**src/rtl/issue_queue.sv**
```systemverilog
// Age-ordered collapsing issue queue with broadcast wakeup and oldest-ready select.
// Optional same-cycle enqueue-to-issue bypass: define ISSUE_QUEUE_ENQ_BYPASS_EN.
module issue_queue #(
    parameter int unsigned DEPTH    = 8,
    parameter int unsigned D_TAGW   = 5,
    parameter int unsigned S_TAGW   = 3,
    parameter int unsigned ROB_W    = 4,
    parameter int unsigned OP_W     = 4,
    parameter int unsigned IMM_W    = 16,
    parameter int unsigned NUM_WAKE = 2,
    localparam int unsigned OCC_W   = $clog2(DEPTH + 1)
) (
    input  logic                         clk,
    input  logic                         rst,
    input  logic                         flush,
    input  logic                         enq_valid,
    output logic                         enq_ready,
    input  logic [ROB_W-1:0]             enq_rob_addr,
    input  logic [OP_W-1:0]              enq_alu_op,
    input  logic [IMM_W-1:0]             enq_immdt,
    input  logic [D_TAGW-1:0]            enq_ra_addr,
    input  logic                         enq_ra_rdy,
    input  logic                         enq_use_rt,
    input  logic [D_TAGW-1:0]            enq_rt_addr,
    input  logic                         enq_rt_rdy,
    input  logic                         enq_write_dst,
    input  logic [D_TAGW-1:0]            enq_rw_addr,
    input  logic [S_TAGW-1:0]            enq_rs_addr,
    input  logic [NUM_WAKE-1:0]          wake_valid,
    input  logic [NUM_WAKE*D_TAGW-1:0]   wake_addr,
    output logic                         iss_valid,
    input  logic                         iss_ready,
    output logic [ROB_W-1:0]             iss_rob_addr,
    output logic [OP_W-1:0]              iss_alu_op,
    output logic [IMM_W-1:0]             iss_immdt,
    output logic [D_TAGW-1:0]            iss_ra_addr,
    output logic                         iss_use_rt,
    output logic [D_TAGW-1:0]            iss_rt_addr,
    output logic                         iss_write_dst,
    output logic [D_TAGW-1:0]            iss_rw_addr,
    output logic [S_TAGW-1:0]            iss_rs_addr,
    output logic [OCC_W-1:0]             occupancy
);
    localparam int unsigned IDX_W = $clog2(DEPTH);

    typedef struct packed {
        logic [ROB_W-1:0]  rob;
        logic [OP_W-1:0]   op;
        logic [IMM_W-1:0]  imm;
        logic [D_TAGW-1:0] ra;
        logic              use_rt;
        logic [D_TAGW-1:0] rt;
        logic              wd;
        logic [D_TAGW-1:0] rw;
        logic [S_TAGW-1:0] rs;
    } entry_t;

    function automatic logic f_wake(input logic [D_TAGW-1:0] tag,
                                    input logic [NUM_WAKE-1:0] vld,
                                    input logic [NUM_WAKE*D_TAGW-1:0] addr);
        logic hit;
        hit = 1'b0;
        for (int unsigned p = 0; p < NUM_WAKE; p++)
            if (vld[p] && addr[p*D_TAGW +: D_TAGW] == tag) hit = 1'b1;
        return hit;
    endfunction

    entry_t            r_ent [DEPTH];
    logic [DEPTH-1:0]  r_ra_rdy;
    logic [DEPTH-1:0]  r_rt_rdy;
    logic [OCC_W-1:0]  r_occ;

    entry_t            w_enq_ent;
    entry_t            w_iss_ent;
    entry_t            w_nxt_ent [DEPTH];
    logic [DEPTH-1:0]  w_elig, w_ra_upd, w_rt_upd, w_nxt_ra, w_nxt_rt;
    logic              w_any, w_byp, w_iss_valid, w_stored_fire;
    logic              w_enq_ready, w_enq_fire, w_enq_wr;
    logic              w_enq_ra_rdy, w_enq_rt_rdy;
    logic [IDX_W-1:0]  w_sel;
    logic [OCC_W-1:0]  w_wr_idx, w_occ_nxt;

    assign w_enq_ent = '{rob: enq_rob_addr, op: enq_alu_op, imm: enq_immdt,
                         ra: enq_ra_addr, use_rt: enq_use_rt, rt: enq_rt_addr,
                         wd: enq_write_dst, rw: enq_rw_addr, rs: enq_rs_addr};

    // Eligibility uses registered rdy bits; wake-updated bits land next edge.
    always_comb begin
        w_any    = 1'b0;
        w_sel    = '0;
        w_elig   = '0;
        w_ra_upd = '0;
        w_rt_upd = '0;
        for (int unsigned i = 0; i < DEPTH; i++) begin
            w_elig[i]   = (OCC_W'(i) < r_occ) && r_ra_rdy[i] && (r_rt_rdy[i] || !r_ent[i].use_rt);
            w_ra_upd[i] = r_ra_rdy[i] | f_wake(r_ent[i].ra, wake_valid, wake_addr);
            w_rt_upd[i] = r_rt_rdy[i] | f_wake(r_ent[i].rt, wake_valid, wake_addr);
            if (w_elig[i] && !w_any) begin
                w_any = 1'b1;
                w_sel = IDX_W'(i);
            end
        end
    end

    assign w_enq_ready  = !rst && (r_occ < OCC_W'(DEPTH));
    assign w_enq_fire   = enq_valid && w_enq_ready && !flush;
    assign w_enq_ra_rdy = enq_ra_rdy | f_wake(enq_ra_addr, wake_valid, wake_addr);
    assign w_enq_rt_rdy = enq_rt_rdy | f_wake(enq_rt_addr, wake_valid, wake_addr);

`ifdef ISSUE_QUEUE_ENQ_BYPASS_EN
    assign w_byp = !w_any && w_enq_fire && w_enq_ra_rdy && (w_enq_rt_rdy || !enq_use_rt);
`else
    assign w_byp = 1'b0;
`endif

    assign w_iss_valid   = !rst && !flush && (w_any || w_byp);
    assign w_stored_fire = w_iss_valid && iss_ready && w_any;
    // A bypassed op that is accepted the same cycle never occupies a slot.
    assign w_enq_wr      = w_enq_fire && !(w_byp && iss_ready);
    assign w_wr_idx      = r_occ - OCC_W'(w_stored_fire);
    assign w_occ_nxt     = r_occ + OCC_W'(w_enq_wr) - OCC_W'(w_stored_fire);

    always_comb begin
        if (!w_iss_valid) w_iss_ent = '0;
        else if (w_any)   w_iss_ent = r_ent[w_sel];
        else              w_iss_ent = w_enq_ent;
    end

    always_comb begin
        w_nxt_ra = w_ra_upd;
        w_nxt_rt = w_rt_upd;
        for (int unsigned i = 0; i < DEPTH; i++) w_nxt_ent[i] = r_ent[i];
        if (w_stored_fire) begin
            for (int unsigned i = 0; i < DEPTH - 1; i++) begin
                if (IDX_W'(i) >= w_sel) begin
                    w_nxt_ent[i] = r_ent[i+1];
                    w_nxt_ra[i]  = w_ra_upd[i+1];
                    w_nxt_rt[i]  = w_rt_upd[i+1];
                end
            end
        end
        for (int unsigned i = 0; i < DEPTH; i++) begin
            if (w_enq_wr && OCC_W'(i) == w_wr_idx) begin
                w_nxt_ent[i] = w_enq_ent;
                w_nxt_ra[i]  = w_enq_ra_rdy;
                w_nxt_rt[i]  = w_enq_rt_rdy;
            end
        end
    end

    always_ff @(posedge clk) begin
        if (rst) begin
            r_occ    <= '0;
            r_ra_rdy <= '0;
            r_rt_rdy <= '0;
            for (int unsigned i = 0; i < DEPTH; i++) r_ent[i] <= '0;
        end else if (flush) begin
            r_occ <= '0;
        end else begin
            r_occ    <= w_occ_nxt;
            r_ra_rdy <= w_nxt_ra;
            r_rt_rdy <= w_nxt_rt;
            for (int unsigned i = 0; i < DEPTH; i++) r_ent[i] <= w_nxt_ent[i];
        end
    end

    assign enq_ready     = w_enq_ready;
    assign iss_valid     = w_iss_valid;
    assign iss_rob_addr  = w_iss_ent.rob;
    assign iss_alu_op    = w_iss_ent.op;
    assign iss_immdt     = w_iss_ent.imm;
    assign iss_ra_addr   = w_iss_ent.ra;
    assign iss_use_rt    = w_iss_ent.use_rt;
    assign iss_rt_addr   = w_iss_ent.rt;
    assign iss_write_dst = w_iss_ent.wd;
    assign iss_rw_addr   = w_iss_ent.rw;
    assign iss_rs_addr   = w_iss_ent.rs;
    assign occupancy     = r_occ;

endmodule
```
**config.mk**
```make
export PLATFORM = sky130hd
export DESIGN_NAME = issue_queue
export DESIGN_NICKNAME = d
export VERILOG_FILES = /design/src/rtl/issue_queue.sv
export SDC_FILE = /design/constraint.sdc
export NUM_CORES = 1
export LEC_CHECK = 0
export CAP_MARGIN = 20
export CORE_AREA = 2 2 302 215
export CTS_BUF_LIST = sky130_fd_sc_hd__clkbuf_8
export CTS_CLUSTER_DIAMETER = 40
export DETAILED_ROUTE_END_ITERATION = 12
export DIE_AREA = 0 0 304 217
export HOLD_SLACK_MARGIN = 0.06
export PLACE_DENSITY = 0.57
export SLEW_MARGIN = 20
export SYNTH_ARGS = -nofsm -noshare
export SYNTH_HDL_FRONTEND = slang
export SYNTH_SLANG_ARGS = --single-unit
```
**constraint.sdc**
```tcl
create_clock -name clk -period 4.7 [get_ports clk]
set_input_delay 0.705 -clock clk [delete_from_list [all_inputs] [get_ports clk]]
set_output_delay 0.705 -clock clk [all_outputs]
set_load 0.02 [all_outputs]
```
### After elaboration in Yosys (flattened, before gate mapping)

Memories as Yosys holds them, arrays and structs flattened.
Cells that the tools add are included.

* add/sub/neg operators: 3
* order comparisons: 16
* eq/ne operators: 43
* muxes and demuxes: 114
* bitwise logic cells: 26
* reductions and logical operators: 101

Operators by type and width (count)
* 44-bit 2-to-1 mux: 25
* 308-bit 2-to-1 mux: 1
* 5-bit equality test: 36
* 1-bit 2-to-1 mux: 80
* 1-bit logical AND: 74
* 1-bit bitwise OR: 26
* 3-bit 2-to-1 mux: 6
* 1-bit logical NOT: 17
* 3-bit by 4-bit equality test with 1-bit output (first input constant): 4
* 3-bit by 4-bit < comparator with 1-bit output (first input constant): 4
* 7-bit 2-to-1 mux: 2
* 3-bit greater-or-equal comparator (first input constant): 3
* 2-bit by 4-bit equality test with 1-bit output (first input constant): 2
* 1-bit logical OR: 8
* 1-bit by 4-bit < comparator with 1-bit output (first input constant): 2
* 2-bit by 4-bit < comparator with 1-bit output (first input constant): 2
* 4-bit by 1-bit subtractor with 4-bit output: 2
* 1-bit by 3-bit greater-or-equal comparator with 1-bit output (first input constant): 2
* 2-bit by 3-bit greater-or-equal comparator with 1-bit output (first input constant): 2
* 4-bit by 1-bit adder with 4-bit output: 1
* 1-bit by 4-bit equality test with 1-bit output (first input constant): 1
* 4-bit logical NOT: 1
* 4-bit < comparator (second input constant): 1
* 2-bit OR reduction: 1

* bits in registers: 20
* memory bits (writable): 352
* bits of input ports: 63
* output and inout bits: 50
* memories: 1

Memory list
* r_ent: depth 8, width 44, rd ports 9, clocked after Yosys merged registers in 0, wr ports 8, line 68 `entry_t r_ent [DEPTH];`

### Logic depth before layout (Yosys ltp)

Gate-level depths: netlist (run 1).
An unclocked memory read counts as a cell.

* depth in word-level cells: 34
* mapped depth: 17
* mapped depth without buffers: 15

### Worst setup path after synthesis (run 1)

Ideal clock, no wire load.

* path kind: register to register
* start point: reg, netlist name occupancy[2]
* end point: mem r_ent[0][0] in the netlist's numbering (enable)
* arrival: 4459 ps
* required time: 4298 ps
* slack: -161 ps
* cell stages (with the launch flop): 16
* path buffers: 2
* period minus slack after synthesis: 4861 ps
* path through: dfxtp_1 inv_1 ha_1 a21bo_1 a32oi_2 nand3_2 nor3_1 nor2_1 ha_1 ha_1 clkbuf_1 nand2_1 nor2_1 clkbuf_1 nor2_1 nand2_1

RTL lines (line)
* to (decl): 68

### Final worst setup path (run 1)

* start point: reg r_occ[2] (netlist: occupancy[2])
* end point: out iss_rob_addr[1]

* longest elaborated chain between the ends: 28
* elaborated cells between the ends (all ways): 57
* those cells by class: 8 x order compare; 17 x mux; 31 x reduce/logical; 1 x memory

Ends and longest elaborated chain
* from (decl): line 71 `logic [OCC_W-1:0] r_occ;`
* from (signal assigned): line 160 `r_occ <= w_occ_nxt;`
* 1-bit by 4-bit < comparator with 1-bit output: line 95 `w_elig[i] = (OCC_W'(i) < r_occ) && r_ra_rdy[i] && (r_rt_rdy[i] || !r_ent[i].use_rt);`
* 1-bit logical AND (2 in a row): line 95
* 1-bit 2-to-1 mux: line 98 `if (w_elig[i] && !w_any) begin`
* 1-bit logical NOT: line 98
* 1-bit logical AND: line 98
* 1-bit 2-to-1 mux: line 98
* 1-bit logical NOT: line 98
* 1-bit logical AND: line 98
* (+11 left out)
* 1-bit logical AND: line 98
* 1-bit 2-to-1 mux: line 98
* 1-bit logical NOT: line 98
* 1-bit logical AND: line 98
* 3-bit 2-to-1 mux: line 98
* memory 8 x 44 bit
* 44-bit 2-to-1 mux: line 125 `else if (w_any) w_iss_ent = r_ent[w_sel];`
* 44-bit 2-to-1 mux (*): line 124 `if (!w_iss_valid) w_iss_ent = '0;`
* to (decl): line 33 `output logic [ROB_W-1:0] iss_rob_addr,`

Every way passes the cells marked *; elsewhere a longest branch is shown, timed or not.

==> results of run 1 <==
==> registers in the layout, summed over array words and instances, names as in the netlist <==
signal / cells
r_ent: 352
occupancy: 4
r_ra_rdy: 8
r_rt_rdy: 8
==> logic make-up (layout without fill, tap and decap cells) <==
family,count (synthesis),after routing,synth area share [%]
adders and majority gates,11,11,0.663
muxes,101,101,4.62
other,0,1,0
and+or+nand+nor,864,864,16.4
xor gates and xnor gates,183,183,7.32
DFF,372,372,50.1
AOI/OAI and AO/OA,560,560,16.3
buffers and inverters,243,349,4.51
==> how the worst max path moves through the flow <==
stage | cells past startpoint | startpoint | endpoint | slack [ns]
2_1_floorplan | 14 | occupancy[2] | r_ent[6][0] | 0.002
3_3_place_gp | 12 | occupancy[2] | iss_rw_addr[4] | 0.28
3_5_place_dp | 11 | occupancy[2] | iss_rob_addr[2] | 0.20
4_1_cts | 12 | occupancy[2] | iss_immdt[14] | 0.002
5_1_grt | 12 | occupancy[2] | iss_rt_addr[0] | 0.003
6_report | 12 | occupancy[2] | iss_rob_addr[1] | 0.17
==> what timing repair did <==
action / in CTS / in global routing
gates resized for setup: 52 / 39
pin swaps: 2 / 0
setup endpoints to repair: 44 / 21
gates cloned: 3 / 0
hold endpoints to repair: 0 / 0
setup buffers: 10 / 0
==> area by class of cell <==
type	instances	area [um2]	share of cell area, %
Antenna cell	1	2.50	0.00974
Sequential cell	372	11000	42.7
Timing Repair Buffer	214	2190	8.53
Clock buffer	71	977	3.80
Tap cell	840	1050	4.09
Multi-Input combinational cell	1719	10200	39.5
Inverter	13	48.8	0.190
Clock inverter	51	303	1.18
==> per-stage QoR <==
step | cell area [um2] | hold WS [ns] | instances | utilization [%] | power [mW]
CTS | 25700 | 0.402 | 3280 | 40.4 | 7.91
global route | 25700 | 0.441 | 3280 | 40.4 | 8.14
floorplan | 21900 | 0.447 | 2334 | - | 4.54
global placement | 24200 | 0.495 | 3145 | 38.1 | 4.84
detailed placement | 24200 | 0.490 | 3145 | 38.1 | 4.87
finish | 25700 | 0.444 | 3281 | 40.5 | 7.88
==> layer usage <==
metal  track usage, %  up-vias
met1             34.4     9167
met5                0        -
li1                 -     8388
met3             5.53      180
met4             8.16        4
met2             35.6     1064
==> cells in the mapped netlist (2+ instances only) <==
master / count / share of area (%)
nand2_1: 639 / 11
edfxtp_1: 352 / 48
a21oi_1: 312 / 7.1
clkbuf_1: 197 / 3.4
xor2_1: 121 / 4.8
mux2i_1: 101 / 4.6
nor2_1: 80 / 1.4
xnor2_1: 62 / 2.5
nor2b_1: 60 / 1.7
o221a_2: 44 / 2.3
o22ai_1: 44 / 1.3
o21ai_0: 40 / 0.91
a221oi_1: 35 / 1.4
nor4_1: 30 / 0.86
dfxtp_1: 20 / 1.8
a31oi_1: 18 / 0.51
a211oi_1: 14 / 0.48
inv_1: 13 / 0.22
o21ai_1: 13 / 0.30
a31o_2: 12 / 0.48
nor3_1: 12 / 0.27
buf_2: 11 / 0.25
nand3_1: 11 / 0.25
a221oi_2: 10 / 0.69
buf_1: 10 / 0.17
ha_1: 10 / 0.57
nand2b_1: 9 / 0.26
buf_4: 6 / 0.21
nand4_1: 6 / 0.17
buf_6: 5 / 0.26
a311oi_1: 3 / 0.12
and2_1: 3 / 0.086
nor3_2: 3 / 0.14
or3_1: 3 / 0.086
a2111oi_0: 2 / 0.080
o21a_1: 2 / 0.069
or2_2: 2 / 0.057
==> power by group through the flow <==
stage / Sequential, mW / Combinational (mW) / Clock (mW)
global route: 4.03 / 0.883 / 3.22
finish: 4.02 / 0.811 / 3.05
detailed placement: 4.07 / 0.797 / 0
global placement: 4.07 / 0.775 / 0
floorplan: 4.02 / 0.518 / 0
CTS: 4.01 / 0.802 / 3.10
==> worst reg2reg max path, stage by stage, from the launching register on <==
cell	delay [ns]
dfxtp_1	0.34
buf_4	0.14
ha_1	0.16
nor2b_2	0.23
nor4b_2	0.09
buf_4	0.17
or2_2	0.34
nor3_1	0.38
nor2_1	0.17
ha_1	0.23
nand2b_1	0.14
a21oi_1	0.30
nor2b_1	0.39
nand2_2	0.45
buf_4	0.37
nand2_1	0.10
a21oi_1	0.06
==> impl_metrics.yaml, run 1 <==
pwr:
  swShare_pct: 27.3
  seq_power_share_pct: 51.0
  power_frac_clock_pct: 38.7
  leakage_nw: 9.10
  internal_power_mw: 5.73
  p_sw_mw: 2.15
  cellPowerDensity_mw_per_mm2: 307
  p_comb_share_pct: 10.3
  irDropWorstVdd_mv: 0.167
final_layout:
  fin_nets: 2463
  area_growth_pct: 17.4
  n_fill_cell: 6163
  final_common_cell: "nand2_1"
  final_cell_mix: "nand2_1 (631), edfxtp_1 (352), a21oi_1 (312), xor2_1 (121), mux2i_1 (101)"
  drive_above_1_share_pct: 12.7
min_path:
  hold_depth: 2
  hp-class: "in2reg"
  min-delay-start: "rst"
  min_to: "r_ra_rdy[7]"
yosys:
  synth_seq_cells: 372
  yosysUniqueCellTypes: 56
  synthCells: 2334
  syn-num-nets: 2408
  syn_area_mm2: 0.0219
  synth-async-reset-ratio_pct: 0
  synth-edff-count: 352
  avgSynthCellArea_um2: 9.38
  ys.flop_type: "edfxtp_1"
  ys_seq_area_share_pct: 50.1
  yosys_warnings: 0
clock_tree:
  insertion_delay_ns: 0.68
  postCtsHoldBufs: 0
  path_clk_slew_ns: 0.06
  cts.sinks: 372
  cts-root-buf: "clkbuf_8"
  htreeDepth: 3
  clk_path_buf_depth: 3
  cts_made_buffers: 69
  cts_tree: "built"
placed_design:
  place_ws_ns: 0.195
  io_buffers: 112
  dp_hpwl_mm: 47.4
  place_congestion: 0.923
critical_path:
  critPathSlowestCell: "dlygate4sd2_1"
  cp_slowest_stage_delay_ns: 0.39
  path_buf_inv: 5
  critical_path.top_delay_family: "buffers and inverters"
  critPathKind: "reg2out"
  end_kind: "output pin"
  rr_startpoint: "occupancy[2]"
  arrival_ns: 3.83
  critPathLaunchType: "flip-flop"
  r2r_cells: 16
  path_cells: "inv_1 > ha_4 > a21bo_1 > a32oi_2 > buf_4 > nand3b_1 > buf_4 > bufbuf_16 > o221a_2 > o21ai_0 > a221oi_2 > dlygate4sd2_1"
  crit_fanout: 25
  crit_required_ns: 3.99
  worst_r2r_endpoint: "r_ent[3][36]"
  reg2reg_slack_ns: 0.32
  crit_path_frequent_cell: "buf_4"
die:
  dieArea_mm2: 0.0660
  start_util_pct: 34.5
  die_y_um: 217
  rows: 78
  die_w_um: 304
  io_pins: 113
  coreArea_mm2: 0.0635
global_routing:
  grt_overflow: 0
  antenna_found_initial: 2
  grt_pass1_wl_mm: 120
  grt_use_total_pct: 24.0
  grt_pass1_vias: 18300
  grt_start_max_net_pins: 97
sta:
  tightest_slew_ns: 1.12
  layout_min_cycle_time_ns: 4.53
  setup_ws_ns: 0.168
  rsz0062_at_grt: "false"
  max_freq_mhz: 221
  timing.slew.headroom_pct: 24.7
  maxSlewViolCount: 0
  final.setup_skew_ns: 0.0383
  period_share_pct: 96.4
  setup_tns_ns: 0
  finalSetupViolCount: 0
  hold_viol: 0
routing:
  ant_nets: 0
  wl_mm: 80.4
  drc: 0
  drt_pass1_iterations: 6
  wl_met2_mm: 34.4
  highest_layer: "met5"
  drt-met1-wl_mm: 35.6
  met3WireLength_mm: 7.98
  drt_iter0_markers: 2133
  post_drt_wl_per_cell_um: 24.5
  num_vias: 18800
  avgViaCountPerCell: 5.73
job:
  cap_violations: 0
run_status:
  outcome: "completed"
Note: power is estimated with default switching activity, not from simulation.
==> run 2: changes to the inputs <==
--- a/config.mk
+++ b/config.mk
@@ -5,12 +5,13 @@
 export SDC_FILE = /design/constraint.sdc
 export NUM_CORES = 1
 export LEC_CHECK = 0
+export ABC_AREA = 1
 export CAP_MARGIN = 20
-export CORE_AREA = 2 2 302 215
+export CORE_AREA = 2 2 300 213
 export CTS_BUF_LIST = sky130_fd_sc_hd__clkbuf_8
 export CTS_CLUSTER_DIAMETER = 40
 export DETAILED_ROUTE_END_ITERATION = 12
-export DIE_AREA = 0 0 304 217
+export DIE_AREA = 0 0 302 215
 export HOLD_SLACK_MARGIN = 0.06
 export PLACE_DENSITY = 0.57
 export SLEW_MARGIN = 20
==> impl_metrics.yaml, run 2 <==
run_status:
  outcome: "completed"
global_routing:
  grt_pass1_vias: 19300
  grt_pass1_wl_mm: 125
  grt_start_max_net_pins: 101
  grt_overflow: 0
  antenna_found_initial: 0
  grt_use_total_pct: 25.5
pwr:
  p_sw_mw: 2.36
  leakage_nw: 9.89
  power_frac_clock_pct: 41.4
  power_mw: 8.53
  swShare_pct: 27.7
  internal_power_mw: 6.17
  p_comb_share_pct: 10.7
  cellPowerDensity_mw_per_mm2: 333
  irDropWorstVdd_mv: 0.195
  seq_power_share_pct: 47.8
die:
  die_y_um: 215
  coreArea_mm2: 0.0623
  rows: 77
  io_pins: 113
  start_util_pct: 34.6
  dieArea_mm2: 0.0649
  die_w_um: 302
final_layout:
  ff_latch_area_mm2: 0.0110
  final_common_cell: "a21oi_1"
  biggestRegsByFlops: "r_ent x352, r_ra_rdy x8, r_rt_rdy x8"
  multi_input_area_mm2: 0.00914
  regMostFlops: "r_ent"
  largest_reg_flops: 352
  antenna_cells: 0
  n_fill_cell: 6148
  final_util_pct: 41.1
  final_cell_mix: "a21oi_1 (478), o21ai_0 (382), edfxtp_1 (352), nand2_1 (320), inv_1 (201)"
  final_cells: 3466
  drive_above_1_share_pct: 10.8
  fin_nets: 2654
  area_growth_pct: 18.7
routing:
  ant_nets: 0
  wl_mm: 85.6
  drt_iter0_markers: 3155
  post_drt_wl_per_cell_um: 24.7
  num_vias: 20700
  drc: 0
  avgViaCountPerCell: 5.96
  drt_pass1_iterations: 7
yosys:
  synth_compound_area_share_pct: 27.5
  avgSynthCellArea_um2: 8.63
  synthAdderAreaFrac_pct: 0.673
  synth_top_family_by_area: "compound AO/OA/AOI/OAI gates"
  synth_top_area_cell: "edfxtp_1"
  synth-simple-area-share_pct: 12.3
  synth_top_cell_area_share_pct: 49.0
  yosys_warnings: 0
  ys.flop_type: "edfxtp_1"
  syn-num-nets: 2574
  synth_most_common_cell: "a21oi_1"
  synth-async-reset-ratio_pct: 0
  synth_seq_cells: 372
  yosysUniqueCellTypes: 47
  synth-edff-count: 352
  yosys-top-cells-area: "edfxtp_1 (49%), a21oi_1 (11%), o21ai_0 (8.9%)"
  yosys-top-cells-count: "a21oi_1 (478), o21ai_0 (383), edfxtp_1 (352), nand2_1 (322), inv_1 (185)"
  syn_area_mm2: 0.0216
  ys_seq_area_share_pct: 50.9
  synth.mux.area_fraction_pct: 0
  synthCells: 2500
  synth_xor_area_share_pct: 0.812
sta:
  setup_ws_ns: 0.154
  layout_min_cycle_time_ns: 4.55
  maxSlewViolCount: 0
  max_freq_mhz: 220
  timing.slew.headroom_pct: 26.3
  finalSetupViolCount: 0
  final.setup_skew_ns: 0.0379
  rsz0062_at_grt: "true"
  hold_viol: 0
  period_share_pct: 96.7
  tightest_slew_ns: 1.10
  whs_ns: 0.450
clock_tree:
  cts_made_buffers: 74
  insertion_delay_ns: 0.67
  path_clk_slew_ns: 0.06
  cts-root-buf: "clkbuf_8"
  cts_tree: "built"
  clk_path_buf_depth: 3
  cts.sinks: 372
  htreeDepth: 3
critical_path:
  crit_required_ns: 3.99
  critPathKind: "reg2out"
  arrival_ns: 3.84
  critical_path.top_delay_family: "simple AND/OR/NAND/NOR gates"
  cp_slowest_stage_delay_ns: 0.36
  crit_fanout: 15
  end_kind: "output pin"
  critPathLaunchType: "flip-flop"
  path_buf_inv: 5
  critPathSlowestCell: "dfxtp_1"
  path_cells: "inv_1 > ha_2 > nand2_1 > nand3_1 > nand2_2 > nor2_4 > nand3_1 > nand2_2 > clkinv_4 > nand2_8 > buf_16 > buf_4 > a21oi_1 > a22o_1 > nor2_1 > dlygate4sd2_1"
placed_design:
  io_buffers: 112
  dp_cells: 3326
  place_ws_ns: 0.311
  dp_hpwl_mm: 50.4
  place_congestion: 0.980
min_path:
  hp-class: "reg2reg"
job:
  cap_violations: 0
[run 2: final cells by class]
class | count | area share [%]
inverters | 211 | 3.19
clock inverters | 57 | 1.89
repair buffers | 198 | 8.24
multi-input cells | 1723 | 35.7
flip-flops and latches | 372 | 42.9
well taps | 829 | 4.05
clock buffers | 76 | 4.09
[run 2: power by group through the flow]
stage	Sequential, mW	Combinational (mW)	Clock, mW
floorplan	4.08	0.530	0
global placement	4.13	0.880	0
detailed placement	4.13	0.893	0
CTS	4.07	0.897	3.58
global route	4.10	0.992	3.73
finish	4.08	0.914	3.54
[run 2: through the flow]
stage | TNS (ns) | instance area [um2]
2_1_floorplan | 0 | 21600
3_3_place_gp | 0 | 23800
3_5_place_dp | 0 | 23900
4_1_cts | 0 | 25400
5_1_grt | -0.0168 | 25600
6_report | 0 | 25600
[run 2: final timing paths]
kind,depth (start not counted),startpoint,to,slack [ns]
worst max-delay path,16,occupancy[2],iss_alu_op[0],0.15
worst min-delay path,2,r_ra_rdy[0],r_ra_rdy[0],0.45
worst max register to register,18,occupancy[2],r_ent[6][17],0.42
worst min register to register,2,r_ra_rdy[0],r_ra_rdy[0],0.45
[run 2: per-layer routing]
layer | up-vias | part of all wire [%] | track usage [%]
li1 | 9201 | - | -
met1 | 9916 | 43 | 37.1
met2 | 1370 | 42 | 36.9
met3 | 186 | 12 | 6.08
met4 | 0 | 3.2 | 8.60
met5 | - | 0 | 0
[run 2: worst reg2reg max path, cell delays in order, from the launching register on]
cell	delay, ns
dfxtp_1	0.36
inv_1	0.15
ha_2	0.25
inv_2	0.07
nand3_1	0.12
nor2_4	0.08
nor3_4	0.23
nand4_1	0.18
nand3_2	0.12
inv_2	0.12
ha_1	0.22
o21ai_0	0.23
xor2_1	0.25
nand2_1	0.23
nor2_2	0.41
inv_2	0.08
buf_4	0.44
o21ai_0	0.39
a21oi_1	0.07
[run 2: kinds of logic after synthesis]
| logic type | Yosys count |
|---|---|
| DFF | 372 |
| buffers and inverters | 407 |
| adders and majority gates | 11 |
| AOI/OAI and AO/OA | 1069 |
| xor gates and xnor gates | 20 |
| and+or+nand+nor | 621 |
[run 2: timing repair]
action | CTS | global route
hold buffers | 0 | 0
setup endpoints to repair | 43 | 46
pin swaps | 1 | 3
resized for setup | 58 | 41
buffers inserted | 0 | 1
gates cloned | 1 | 5
==> run 3: changes to the inputs <==
--- a/config.mk
+++ b/config.mk
@@ -12,7 +12,7 @@
 export CTS_CLUSTER_DIAMETER = 40
 export DETAILED_ROUTE_END_ITERATION = 12
 export DIE_AREA = 0 0 302 215
-export HOLD_SLACK_MARGIN = 0.06
+export HOLD_SLACK_MARGIN = 0.08
 export PLACE_DENSITY = 0.57
 export SLEW_MARGIN = 20
 export SYNTH_ARGS = -nofsm -noshare
==> results of run 3 <==
The final DEF is identical to that of run 2; final timing and power are the same.
